**config.mk**
```make
export PLATFORM = sky130hd
export DESIGN_NAME = load_store_unit
export DESIGN_NICKNAME = d
export VERILOG_FILES = /design/src/rtl/load_store_unit.sv
export SDC_FILE = /design/constraint.sdc
export NUM_CORES = 1
export LEC_CHECK = 0
export BUFFER_PORTS_ARGS = -buffer_cell sky130_fd_sc_hd__buf_2
export CAP_MARGIN = 20
export CORE_ASPECT_RATIO = 2
export CORE_MARGIN = 3
export CORE_UTILIZATION = 35
export DETAILED_ROUTE_END_ITERATION = 7
export GPL_TIMING_DRIVEN = 0
export SETUP_SLACK_MARGIN = 0.5
export SLEW_MARGIN = 20
export SYNTH_ARGS = -nofsm -noshare
export SYNTH_HDL_FRONTEND = slang
export SYNTH_SLANG_ARGS = --single-unit
```
**constraint.sdc**
```tcl
create_clock -name clk -period 2.99 [get_ports clk]
set_clock_uncertainty 0.1 [all_clocks]
set_input_delay 0.897 -clock clk [delete_from_list [all_inputs] [get_ports clk]]
set_output_delay 0.897 -clock clk [all_outputs]
set_load 0.05 [all_outputs]
```
**src/rtl/load_store_unit.sv**
```systemverilog
// RV32I load/store unit: sub-word loads by lane extraction, sub-word stores by read-modify-write.
// Optional LSU_MISALIGN_CHECK_EN: report misaligned halfword/word accesses as errors.
module load_store_unit #(
   parameter int DATA_WIDTH = 32
) (
   input  logic                  clk,
   input  logic                  reset,
   input  logic                  req_i,
   input  logic                  we_i,
   input  logic [2:0]            funct3_i,
   input  logic [DATA_WIDTH-1:0] addr_i,
   input  logic [DATA_WIDTH-1:0] wdata_i,
   output logic                  busy_o,
   output logic                  done_o,
   output logic                  err_o,
   output logic [DATA_WIDTH-1:0] rdata_o,
   output logic                  Mem_Write_o,
   output logic                  Mem_Read_o,
   output logic [DATA_WIDTH-1:0] Address_o,
   output logic [DATA_WIDTH-1:0] Write_Data_o,
   input  logic [DATA_WIDTH-1:0] Read_Data_i
);

   // Handshake: req_i is taken only in IDLE; done_o pulses for one cycle in RESP with err_o valid alongside.
   typedef enum logic [2:0] {
      S_IDLE   = 3'd0,
      S_LOAD   = 3'd1,
      S_RMW_RD = 3'd2,
      S_WRITE  = 3'd3,
      S_RESP   = 3'd4
   } state_t;

   state_t                state_q, state_d;
   logic                  we_q;
   logic [2:0]            f3_q;
   logic [DATA_WIDTH-1:0] addr_q;
   logic [DATA_WIDTH-1:0] merge_q;
   logic [DATA_WIDTH-1:0] rdata_q;
   logic                  err_q;

   logic                  legal;
   logic                  misalign;
   logic                  acc_err;
   logic [7:0]            ld_byte;
   logic [15:0]           ld_half;
   logic [DATA_WIDTH-1:0] ld_ext;
   logic [DATA_WIDTH-1:0] merged;

   always_comb begin
      legal    = 1'b0;
      misalign = 1'b0;
      if (we_i)
         legal = (funct3_i == 3'b000) || (funct3_i == 3'b001) || (funct3_i == 3'b010);
      else
         legal = (funct3_i == 3'b000) || (funct3_i == 3'b001) || (funct3_i == 3'b010) ||
                 (funct3_i == 3'b100) || (funct3_i == 3'b101);
`ifdef LSU_MISALIGN_CHECK_EN
      misalign = ((funct3_i[1:0] == 2'b01) && addr_i[0]) ||
                 ((funct3_i[1:0] == 2'b10) && (addr_i[1:0] != 2'b00));
`else
      misalign = 1'b0;
`endif
      acc_err = !legal || misalign;
   end

   // Lane extraction always works on the forced-aligned position of the latched address.
   always_comb begin
      ld_byte = 8'h00;
      case (addr_q[1:0])
         2'b00:   ld_byte = Read_Data_i[7:0];
         2'b01:   ld_byte = Read_Data_i[15:8];
         2'b10:   ld_byte = Read_Data_i[23:16];
         default: ld_byte = Read_Data_i[31:24];
      endcase
      ld_half = addr_q[1] ? Read_Data_i[31:16] : Read_Data_i[15:0];
      case (f3_q)
         3'b000:  ld_ext = {{24{ld_byte[7]}}, ld_byte};
         3'b001:  ld_ext = {{16{ld_half[15]}}, ld_half};
         3'b100:  ld_ext = {24'h000000, ld_byte};
         3'b101:  ld_ext = {16'h0000, ld_half};
         default: ld_ext = Read_Data_i;
      endcase
   end

   // merge_q holds the store data until RMW_RD folds it into the fetched word.
   always_comb begin
      merged = Read_Data_i;
      if (f3_q[0])
         merged[{addr_q[1], 4'b0000} +: 16] = merge_q[15:0];
      else
         merged[{addr_q[1:0], 3'b000} +: 8] = merge_q[7:0];
   end

   always_comb begin
      state_d = state_q;
      case (state_q)
         S_IDLE: begin
            if (req_i) begin
               if (acc_err)
                  state_d = S_RESP;
               else if (!we_i)
                  state_d = S_LOAD;
               else if (funct3_i[1:0] == 2'b10)
                  state_d = S_WRITE;
               else
                  state_d = S_RMW_RD;
            end
         end
         S_LOAD:   state_d = S_RESP;
         S_RMW_RD: state_d = S_WRITE;
         S_WRITE:  state_d = S_RESP;
         S_RESP:   state_d = S_IDLE;
         default:  state_d = S_IDLE;
      endcase
   end

   always_ff @(posedge clk) begin
      if (!reset) begin
         state_q <= S_IDLE;
         we_q    <= 1'b0;
         f3_q    <= 3'b000;
         addr_q  <= '0;
         merge_q <= '0;
         rdata_q <= '0;
         err_q   <= 1'b0;
      end else begin
         state_q <= state_d;
         case (state_q)
            S_IDLE: begin
               if (req_i) begin
                  we_q    <= we_i;
                  f3_q    <= funct3_i;
                  addr_q  <= addr_i;
                  merge_q <= wdata_i;
                  err_q   <= acc_err;
                  if (acc_err && !we_i)
                     rdata_q <= '0;
               end
            end
            S_LOAD:   rdata_q <= ld_ext;
            S_RMW_RD: merge_q <= merged;
            default: ;
         endcase
      end
   end

   always_comb begin
      busy_o       = (state_q != S_IDLE);
      done_o       = (state_q == S_RESP);
      err_o        = (state_q == S_RESP) && err_q;
      rdata_o      = rdata_q;
      Mem_Read_o   = (state_q == S_LOAD) || (state_q == S_RMW_RD);
      Mem_Write_o  = (state_q == S_WRITE) && we_q;
      Address_o    = '0;
      Write_Data_o = '0;
      if ((state_q == S_LOAD) || (state_q == S_RMW_RD) || (state_q == S_WRITE))
         Address_o = {addr_q[DATA_WIDTH-1:2], 2'b00};
      if (state_q == S_WRITE)
         Write_Data_o = merge_q;
   end

endmodule

```
==> summary.txt, run 1 <==
Global routing
  • Initial antenna violation count: 0
  • First-pass GRT wire length: 34.1 mm
  • GRT overflow: 0
  • Total track usage: between 20% and 30%
  • Largest net degree at the start of global routing: 18
  • Vias in the first global route: 6127

Clocking
  • CTS buffer count: 9
  • CTS tree: done
  • CTS clk-pin slew, worst paths: 0.08 ns
  • CTS Hold Bufs: 0
  • Clock Tree Root: clkbuf_16
  • CTS Buffer Depth: 2
  • H-tree level count: 3
  • Clk_lat worst skew: between 0.3 and 0.4 ns
  • CTS Sinks: between 100 and 150

Finish
  • Area of the multi-input gates: 3420 um2
  • Nets: 1013
  • Share of post-route cells with drive strength above 1: 36.1%
  • FF+latch area: between 2000 and 2500 um2
  • Fill count: 1562
  • Fin cells: ~1100
  • Diodes inserted: 0
  • Synthesis-to-layout area growth: 43.2%

Logic synthesis
  • Top post-synthesis cells by area: dfxtp_1, and2_1, nand2_1, a22o_1, a21boi_1
  • Distinct cells, synth: 54
  • Synth area leader: dfxtp_1
  • Synth Flop Type: dfxtp_1
  • Post-synthesis instance area: about 5700 um2
  • Synth warn: 0
  • Post-synthesis cell count: 678
  • FF+latch count, synth: ~100
  • Number of synthesized flops with an enable pin: 0
  • Mean Syn Cell Area: around 8.4 um2
  • Post-synthesis sequential area ratio: 36.4%
  • Ys async rst share: 0%
  • Synth top area share: 36.4%

Floorplanning
  • Num rows: between 60 and 70
  • IO Count: just over 200
  • Starting density of the core: a little over a third
  • CORE AREA: between 15000 and 20000 um2
  • Die width: ~96 um
  • Die area: approximately 18000 um2
  • Die height: between 150 and 200 um

Worst hold path
  • Type of the worst min-delay path: reg -> reg
  • Min-Delay Endpoint: addr_q[10]
  • Hold Path Depth: 2
  • Hold Path Origin: addr_q[10]

Placement
  • Gpl congestion: roughly 0.94
  • Hpwl dp: 17.9 mm
  • Number of port buffers: around 200
  • # placed instances: roughly 1100

STA
  • Slew HR: 54.9%
  • Max-slew violations: 0
  • RSZ-0062 raised after global routing: true
  • Crit share post-route: 87.2%
  • Slew @ Worst Pin: 0.658 ns
  • Hold Vio Cnt, Final: 0
  • Maximum clock rate: between 0.3 and 0.4 GHz
  • Tmin final: between 2 and 3 ns
  • # setup viols final: 0
  • Hold_ws: around 0.35 ns

Critical path
  • R2R Path End: merge_q[22]
  • R2R Setup Slk: around 0.60 ns
  • Crit path launch type: flop
  • Setup crit end kind: primary output
  • CP Data Arrival Time: ~1.6 ns
  • Worst Setup SP: state_q[1]
  • Worst r2r src: addr_q[1]
  • Crit-path max FO: 9
  • Reg2reg path depth: 6
  • CP Class: reg -> out
  • WP data required: ~2.0 ns

Run
  • Max-Cap Viols: 0

Status
  • Status: complete, no violations

Pwr
  • Leakage: ~3.6 nW
  • Power density over the cells: roughly 450 nW/um2
  • Sw Share: around 34%
  • Worst vdd rail ir drop: around 0.30 mV
  • Total power: about 3.7 mW
  • Comb power frac: 24.7%
  • Clock power share: 32.2%
  • Net switching power: ~1.2 mW
  • Internal power: around 2.4 mW
  • Seq pwr share: between 40% and 50%

Routing
  • Total number of vias: 6078
  • ANT nets after route: 0
  • Routed wire length: ~23 mm
  • First DRT Iteration DRCs: 243
  • First-pass DRT Iterations: 7
  • Post-DR vias/cell: roughly 5.5
  • Wire per inst: between 20 and 25 um
  • # DRC: 0
[cells in the final DEF, fill, tap and decap left out, drive strengths merged, types with 2 or more instances in the layout]
cell type / instances
clkinvlp: 2
nand2: 86
a221o: 14
nand3: 14
mux2: 2
conb: 2
and3: 4
and2: 67
dfxtp: 104
o221ai: 9
buf: 248
a21boi: 38
o211a: 9
clkinv: 3
nand4: 17
nand2b: 40
clkbuf: 39
nor2: 41
nor3b: 6
a221oi: 15
a22o: 33
nor2b: 7
inv: 7
a32oi: 15
o21ai: 32
a32o: 8
a31oi: 11
ha: 6
a21oi: 14
[cells by family after synthesis]
family | Yosys count | share of synthesized area [%]
flops | 104 | 36.4
other cells | 1 | 0.0656
simple gates | 291 | 27.4
buf+inv | 69 | 6.09
fa+ha+maj | 6 | 1.31
compound gates | 203 | 28.0
mux | 3 | 0.569
xor+xnor | 1 | 0.153
[registers in the layout, summed over array words and instances, names as in the netlist]
name and cells:
addr_q 32, err_q 1, f3_q 3, merge_q 32, rdata_o 32, state_q 3, we_q 1
[power by group through the flow]
stage | logic [mW] | registers [mW] | clock network [mW]
final | 0.907 | 1.58 | 1.18
after global routing | 0.978 | 1.59 | 1.25
after CTS | 0.873 | 1.58 | 1.20
after detailed placement | 0.838 | 1.61 | 0
after global placement | 0.837 | 1.60 | 0
after floorplan | 0.510 | 1.64 | 0
[timing repair]
item,4_1_cts,5_1_grt
gates cloned,2,2
pin swaps,15,7
resized for setup,188,61
setup buffers,6,3
endpoints found under the setup margin,74,69
[worst max-delay path, stage by stage, from the launching register on]
cell and delay, ns:
dfxtp_4 0.36, buf_8 0.12, nand2_4 0.05, nor2_4 0.12, buf_12 0.15, clkbuf_16 0.15
and2_4 0.15, buf_8 0.14
[worst max path at each step]
stage / cells after the start / to / slack (ns)
after detailed placement: 6 / Write_Data_o[20] / -0.26
after global routing: 7 / Write_Data_o[14] / 0.33
after CTS: 7 / Write_Data_o[8] / 0.37
after global placement: 6 / Write_Data_o[12] / -0.24
after floorplan: 5 / Address_o[10] / 0.52
final: 7 / Write_Data_o[11] / 0.38
[metal layers]
layer | track usage, % | vias to the layer above | wire length (um)
met3 | 6.01 | 78 | 1630
met2 | 45.4 | 280 | 12100
met1 | 24.0 | 2828 | 7630
li1 | - | 2892 | -
met4 | 15.6 | 0 | 1620
met5 | 0 | - | 0
[metrics by stage]
step	area, um2	TNS (ns)	worst slack (ns)	utilization [%]
3_5_place_dp	7020	-4.13	-0.257	44.2
5_1_grt	8190	0	0.332	51.6
2_1_floorplan	5760	0	0.519	-
4_1_cts	7940	0	0.371	50.1
6_report	8190	0	0.383	51.6
3_3_place_gp	7020	-3.62	-0.240	44.2
[synth_stat cells (9+ instances only)]
cell type / n
dfxtp_1: 104
nand2_1: 86
and2_1: 66
nand2b_1: 40
nor2_1: 39
a21boi_1: 38
a22o_1: 33
o21ai_0: 32
clkbuf_1: 31
buf_2: 17
nand4_1: 17
a221oi_1: 15
a32oi_1: 15
a221o_1: 14
a21oi_1: 12
a31oi_1: 11
nand3_1: 11
o211a_1: 9
o221ai_1: 9
[layout make-up]
class / count / area share [%]
clock buffer: 11 / 2.97
multi-input combinational: 506 / 41.7
buffer: 62 / 5.43
timing repair buffer: 214 / 20.5
sequential: 104 / 25.5
clock inverter: 5 / 0.504
inverter: 7 / 0.321
tap: 201 / 3.07
No activity file was read; power rests on OpenSTA's default activity.
==> inputs of run 2 (changes only) <==
--- a/config.mk
+++ b/config.mk
@@ -7,11 +7,14 @@
 export LEC_CHECK = 0
 export BUFFER_PORTS_ARGS = -buffer_cell sky130_fd_sc_hd__buf_2
 export CAP_MARGIN = 20
+export CELL_PAD_IN_SITES_DETAIL_PLACEMENT = 0
+export CELL_PAD_IN_SITES_GLOBAL_PLACEMENT = 1
 export CORE_ASPECT_RATIO = 2
 export CORE_MARGIN = 3
 export CORE_UTILIZATION = 35
 export DETAILED_ROUTE_END_ITERATION = 7
 export GPL_TIMING_DRIVEN = 0
+export PLACE_DENSITY_LB_ADDON = 0.1
 export SETUP_SLACK_MARGIN = 0.5
 export SLEW_MARGIN = 20
 export SYNTH_ARGS = -nofsm -noshare
==> constraint.sdc (replaced) <==
create_clock -name clk -period 2.95 [get_ports clk]
set_clock_uncertainty 0.1 [all_clocks]
set_input_delay 0.885 -clock clk [delete_from_list [all_inputs] [get_ports clk]]
set_output_delay 0.885 -clock clk [all_outputs]
set_load 0.05 [all_outputs]
==> run 2 against run 1 <==
Core utilization is 1.3 points higher. Clock power hardly changed. Global-route usage is 1.9 points higher. Worst hold slack better by 0.0058 ns. Critical endpoint is now Address_o[30].
==> summary.txt, run 2 (synthesis gave the netlist of run 1 again) <==
Pwr
  • Leakage: 3.69 nW (+2.7%)
  • Total power: 3.77 mW (+2.8%)
  • Power density over the cells: 449 nW/um2 (+0.29%)
  • Worst vdd rail ir drop: 0.285 mV (-3.6%)

STA
  • Tmin final: around 2.6 ns
  • Slew HR: 49.2% (-5.7 points)
  • Slew @ Worst Pin: 0.740 ns (+0.0825 ns)
  • Final worst slack: 0.352 ns (-0.0308 ns)
  • RSZ-0062 raised after global routing: true
  • Max-slew violations: 0 (unchanged)
  • Hold Vio Cnt, Final: 0 (unchanged)
  • # setup viols final: 0 (unchanged)
  • Crit share post-route: about nine tenths
  • Maximum clock rate: 0.385 GHz
  • Hold_ws: 0.354 ns (+0.00580 ns)
  • Setup TNS: 0 ns (unchanged)

Clocking
  • Clock Tree Root: clkbuf_16
  • Clk_lat worst skew: 0.35 ns (about the same)
  • H-tree level count: 3 (unchanged)
  • CTS Buffer Depth: 2 (unchanged)
  • CTS tree: done
  • CTS Sinks: 104 (unchanged)
  • CTS clk-pin slew, worst paths: 0.08 ns (about the same)
  • CTS buffer count: 9 (unchanged)

Global routing
  • Initial antenna violation count: 0 (unchanged)
  • GRT overflow: 0 (unchanged)
  • First-pass GRT wire length: 36.3 mm (+6.5%)
  • Largest net degree at the start of global routing: 19 (+1)
  • Vias in the first global route: 6440 (+5.1%)
  • Total track usage: 26.9% (+1.9 points)

Critical path
  • Worst Path Buf+Inv: 4 (unchanged)
  • Crit path launch type: flop
  • Crit-path max FO: 10 (+1)
  • CP Data Arrival Time: 1.61 ns (about the same)
  • Critical-path cell list: buf_8 -> nor2_4 -> nor2_4 -> buf_12 -> buf_8 -> and2_2 -> buf_6
  • Setup crit end kind: primary output
  • CP Class: reg -> out
  • Cell family with most CP delay: buffers and inverters
  • WP data required: 1.97 ns (-0.02 ns)
  • CP max stage cell: dfxtp_2
  • Slowest cell delay on critical path: 0.34 ns (-0.02 ns)

Floorplanning
  • Die height: 187 um (unchanged)
  • Num rows: 65 (unchanged)
  • Die width: 96.4 um (unchanged)
  • CORE AREA: 15900 um2 (unchanged)
  • Die area: 18000 um2 (unchanged)
  • Starting density of the core: 36.0% (unchanged)
  • IO Count: 204 (unchanged)

Placement
  • Place WS: -0.287 ns (-0.0305 ns)
  • Area after DPL: 7050 um2 (+0.54%)
  • # placed instances: 1081 (unchanged)
  • Hpwl dp: 19.2 mm (+7.5%)
  • Gpl congestion: 0.908 (-3.5%)
  • Number of port buffers: 201 (unchanged)

Routing
  • First-pass DRT Iterations: 5 (-2)
  • First DRT Iteration DRCs: 258 (+6.2%)
  • Wire per inst: 21.6 um (+4.7%)
  • Post-DR vias/cell: 5.47 (about the same)
  • ANT nets after route: 0 (unchanged)
  • Total number of vias: 6098 (+0.33%)
  • Routed wire length: 24.1 mm (+5.0%)
  • # DRC: 0 (unchanged)

Finish
  • Most common cell after layout, fill and taps aside: buf_2
  • Diodes inserted: 0 (unchanged)
  • Util after Layout: 52.9% (+1.3 points)
  • Synthesis-to-layout area growth: 46.9%
  • Fin cells: 1114 (+0.36%)
  • Final instance area: 8390 um2 (+2.5%)
  • Share of post-route cells with drive strength above 1: 39.2% (+3.1 points)
  • Nets: 1017 (+0.39%)
  • Commonest cells after routing, fill and taps aside: buf_2, dfxtp_1, nand2_1, buf_8, and2_4

Run
  • Max-Cap Viols: 0 (unchanged)

Status
  • Status: complete, no violations

Worst hold path
  • Type of the worst min-delay path: reg -> reg
run 2: power breakdown:
group          switching [mW]  leakage [nW]  internal (mW)
sequential             0.0904         0.855           1.51
clock                   0.598         0.141          0.610
combinational           0.587          2.69          0.372
run 2: what timing repair did:
action,in CTS,in global routing
hold buffers,0,0
buffers inserted,8,5
gates resized for setup,230,68
endpoints found under the setup margin,86,75
pin swaps,17,14
gates cloned,3,1
endpoints found under the hold margin,0,0
run 2: area by class of cell:
| class | count | area [um2] |
|---|---|---|
| clock buffer | 10 | 239 |
| timing repair buffer | 218 | 1820 |
| tap | 201 | 251 |
| buffer | 62 | 440 |
| sequential | 104 | 2090 |
| fill | 1521 | 7460 |
| inverter | 7 | 26.3 |
| multi-input combinational | 506 | 3480 |
| clock inverter | 6 | 50.0 |
run 2: metal layers:
metal  wire (um)  up-vias  part of all wire [%]  GRT usage (%)
met2       13400      234                    55           50.5
met1        7730     2897                    32           25.5
met4        1640        0                   6.8           17.0
li1            -     2903                     -              -
met5           0        -                     0              0
met3        1350       64                   5.6           4.20
run 2: worst min-delay path: cells and delay by family, from the launching register on:
family           cells  cell delay (ns)
AO/OA/AOI/OAI        1             0.05
flip-flops           1             0.31
AND/OR/NAND/NOR      1             0.05
run 2: final timing paths:
kind	from	end	slack [ns]	cells past startpoint
max	state_q[1]	Address_o[30]	0.35	7
min	addr_q[26]	addr_q[26]	0.35	2
max reg2reg	addr_q[1]	merge_q[17]	0.61	6
min reg2reg	addr_q[26]	addr_q[26]	0.35	2
==> inputs of run 3 (changes only) <==
--- a/config.mk
+++ b/config.mk
@@ -16,7 +16,7 @@
 export GPL_TIMING_DRIVEN = 0
 export PLACE_DENSITY_LB_ADDON = 0.1
 export SETUP_SLACK_MARGIN = 0.5
-export SLEW_MARGIN = 20
+export SLEW_MARGIN = 10
 export SYNTH_ARGS = -nofsm -noshare
 export SYNTH_HDL_FRONTEND = slang
 export SYNTH_SLANG_ARGS = --single-unit
==> constraint.sdc (replaced) <==
create_clock -name clk -period 2.95 [get_ports clk]
set_clock_uncertainty 0.1 [all_clocks]
set_input_delay 0.1475 -clock clk [delete_from_list [all_inputs] [get_ports clk]]
set_output_delay 0.1475 -clock clk [all_outputs]
set_load 0.05 [all_outputs]
==> run 3 against run 2 <==
Combinational power decreased by 3.6%. Total power fell by 0.61%. Clock power is essentially flat. Core utilization down 3.7 points. Cell count is 3.1% higher. First-iteration DRC count is 8.1% lower.
==> summary.txt, run 3 (synthesis gave the netlist of run 1 again) <==
Routing
  • Met1 Wirelength: 7.95 mm (+2.8%)
  • Post-DR vias/cell: 5.33 (-2.6%)
  • # DRC: 0 (unchanged)
  • Total number of vias: 6119 (+0.34%)
  • Uppermost layer routed: met4
  • Met2 Routed Length: 13.1 mm (-1.9%)
  • Wire per inst: 20.7 um (-4.2%)
  • First DRT Iteration DRCs: 237 (-8.1%)
  • First-pass DRT Iterations: 5 (unchanged)
  • ANT nets after route: 0 (unchanged)
  • Metal3 WL: 1.33 mm (-1.9%)
  • Routed wire length: 23.8 mm (-1.2%)

Global routing
  • Largest net degree at the start of global routing: 17 (-2)
  • Vias in the first global route: 6552 (+1.7%)
  • First-pass GRT wire length: 36.7 mm (+1.0%)
  • GRT overflow: 0 (unchanged)
  • Initial antenna violation count: 0 (unchanged)
  • Total track usage: 27.0% (+0.11 points)

Placement
  • # placed instances: 1081 (unchanged)
  • Number of port buffers: 201 (unchanged)
  • Place WS: 0.393 ns (+0.680 ns)
  • Hpwl dp: 19.1 mm (-0.50%)
  • Area after DPL: 6980 um2 (-1.1%)
  • Gpl congestion: 0.951 (+4.7%)

Finish
  • Synthesis-to-layout area growth: 36.7%
  • Fin cells: 1148 (+3.1%)
  • Diodes inserted: 0 (unchanged)
  • Final instance area: 7810 um2 (-6.9%)
  • Commonest cells after routing, fill and taps aside: buf_2, dfxtp_1, nand2_1, and2_1, dlygate4sd3_1
  • Most common cell after layout, fill and taps aside: buf_2
  • Share of post-route cells with drive strength above 1: 28.5% (-11 points)
  • Nets: 1052 (+3.4%)

Pwr
  • Leakage: 3.57 nW (-3.4%)
  • Worst vdd rail ir drop: 0.269 mV (-5.6%)
  • Total power: 3.75 mW (-0.61%)
  • Power density over the cells: 480 nW/um2 (+6.8%)

Critical path
  • R2R Setup Slk: 0.54 ns (-0.07 ns)
  • WP data required: 3.07 ns (+1.10 ns)
  • CP Data Arrival Time: 2.54 ns (+0.93 ns)
  • Crit path launch type: flop
  • Crit-path max FO: 9 (-1)
  • R2R Path End: merge_q[18]
  • Reg2reg path depth: 6 (unchanged)
  • CP endpoint: merge_q[18]
  • Worst r2r src: addr_q[1]
  • Setup crit end kind: flop
  • Worst Setup SP: addr_q[1]
  • CP Class: reg -> reg

Floorplanning
  • Die area: 18000 um2 (unchanged)
  • CORE AREA: 15900 um2 (unchanged)
  • Num rows: 65 (unchanged)
  • Die height: 187 um (unchanged)
  • Starting density of the core: 36.0% (unchanged)
  • IO Count: 204 (unchanged)
  • Die width: 96.4 um (unchanged)

STA
  • Slew @ Worst Pin: 0.727 ns (-0.0129 ns)
  • Tmin final: 2.41 ns (-0.185 ns)
  • Final worst slack: 0.538 ns (+0.185 ns)
  • Slew HR: 50.1% (+0.89 points)
  • Setup TNS: 0 ns (unchanged)
  • Max-slew violations: 0 (unchanged)
  • Hold Vio Cnt, Final: 0 (unchanged)
  • # setup viols final: 0 (unchanged)
  • Crit share post-route: 81.8% (-6.3 points)
  • RSZ-0062 raised after global routing: true
  • Maximum clock rate: 0.415 GHz (+7.7%)

Clocking
  • CTS Sinks: 104 (unchanged)
  • Clk_lat worst skew: 0.35 ns (about the same)
  • H-tree level count: 3 (unchanged)
  • CTS buffer count: 9 (unchanged)
  • CTS tree: done
  • CTS Buffer Depth: 2 (unchanged)
  • CTS clk-pin slew, worst paths: 0.07 ns (about the same)
  • Clock Tree Root: clkbuf_16

Worst hold path
  • Hold Path Origin: wdata_i[19]
  • Type of the worst min-delay path: in -> reg

Status
  • Status: complete, no violations

Run
  • Max-Cap Viols: 0 (unchanged)
==> run 3: cell types whose count changed in the layout (fill, tap and decap cells not counted), sizes merged <==
cell         previous run  this run
clkbuf                 40        41
inv                     9         6
buf                   250       234
clkinvlp                1         2
dlygate4sd3             0        50
bufinv                  0         1
==> run 3: worst min-delay path by stage <==
stage,end,slack (ns),depth (start not counted)
global placement,addr_q[9],0.29,3
detailed placement,addr_q[18],0.29,3
global route,merge_q[19],0.04,3
finish,merge_q[19],0.01,3
CTS,merge_q[19],0.002,3
floorplan,addr_q[10],0.18,2
==> run 3: where the power goes <==
part,internal [mW],switching [mW],total (mW)
logic,0.351,0.573,0.924
clock network,0.655,0.566,1.22
registers,1.51,0.0880,1.60
total,2.52,1.23,3.75
==> run 3: metal layers <==
layer / vias up / track usage, %
li1: 2976 / -
met1: 2864 / 26.6
met2: 229 / 50.3
met3: 50 / 4.32
met4: 0 / 15.8
met5: - / 0
==> run 3: through the flow <==
step                      util, %  hold slack (ns)
after floorplan                 -            0.182
after global routing         49.3           0.0426
final                        49.3           0.0107
after CTS                    49.0          0.00151
after global placement       44.0            0.287
after detailed placement     44.0            0.294
==> run 3: layout make-up <==
type / count / area, um2
sequential: 104 / 2080
multi-input combinational: 506 / 3310
fill: 1622 / 8050
timing repair buffer: 253 / 1520
inverter: 7 / 26.3
clock buffer: 10 / 229
tap: 201 / 251
buffer: 62 / 332
clock inverter: 5 / 58.8
==> run 3: worst max-delay path: stages (launching register included) <==
cell and delay, ns:
dfxtp_2 0.38, inv_1 0.26, ha_1 0.40, nor2_1 0.08, a41o_1 0.35, a221oi_1 0.64
nor2_1 0.07
==> run 3: what timing repair did <==
action	CTS	global route
buffers inserted	0	2
resized for setup	6	10
pin swaps	0	2
endpoints found under the setup margin	78	65
hold endpoints to repair	51	0
hold buffers	50	0
cloned	0	0
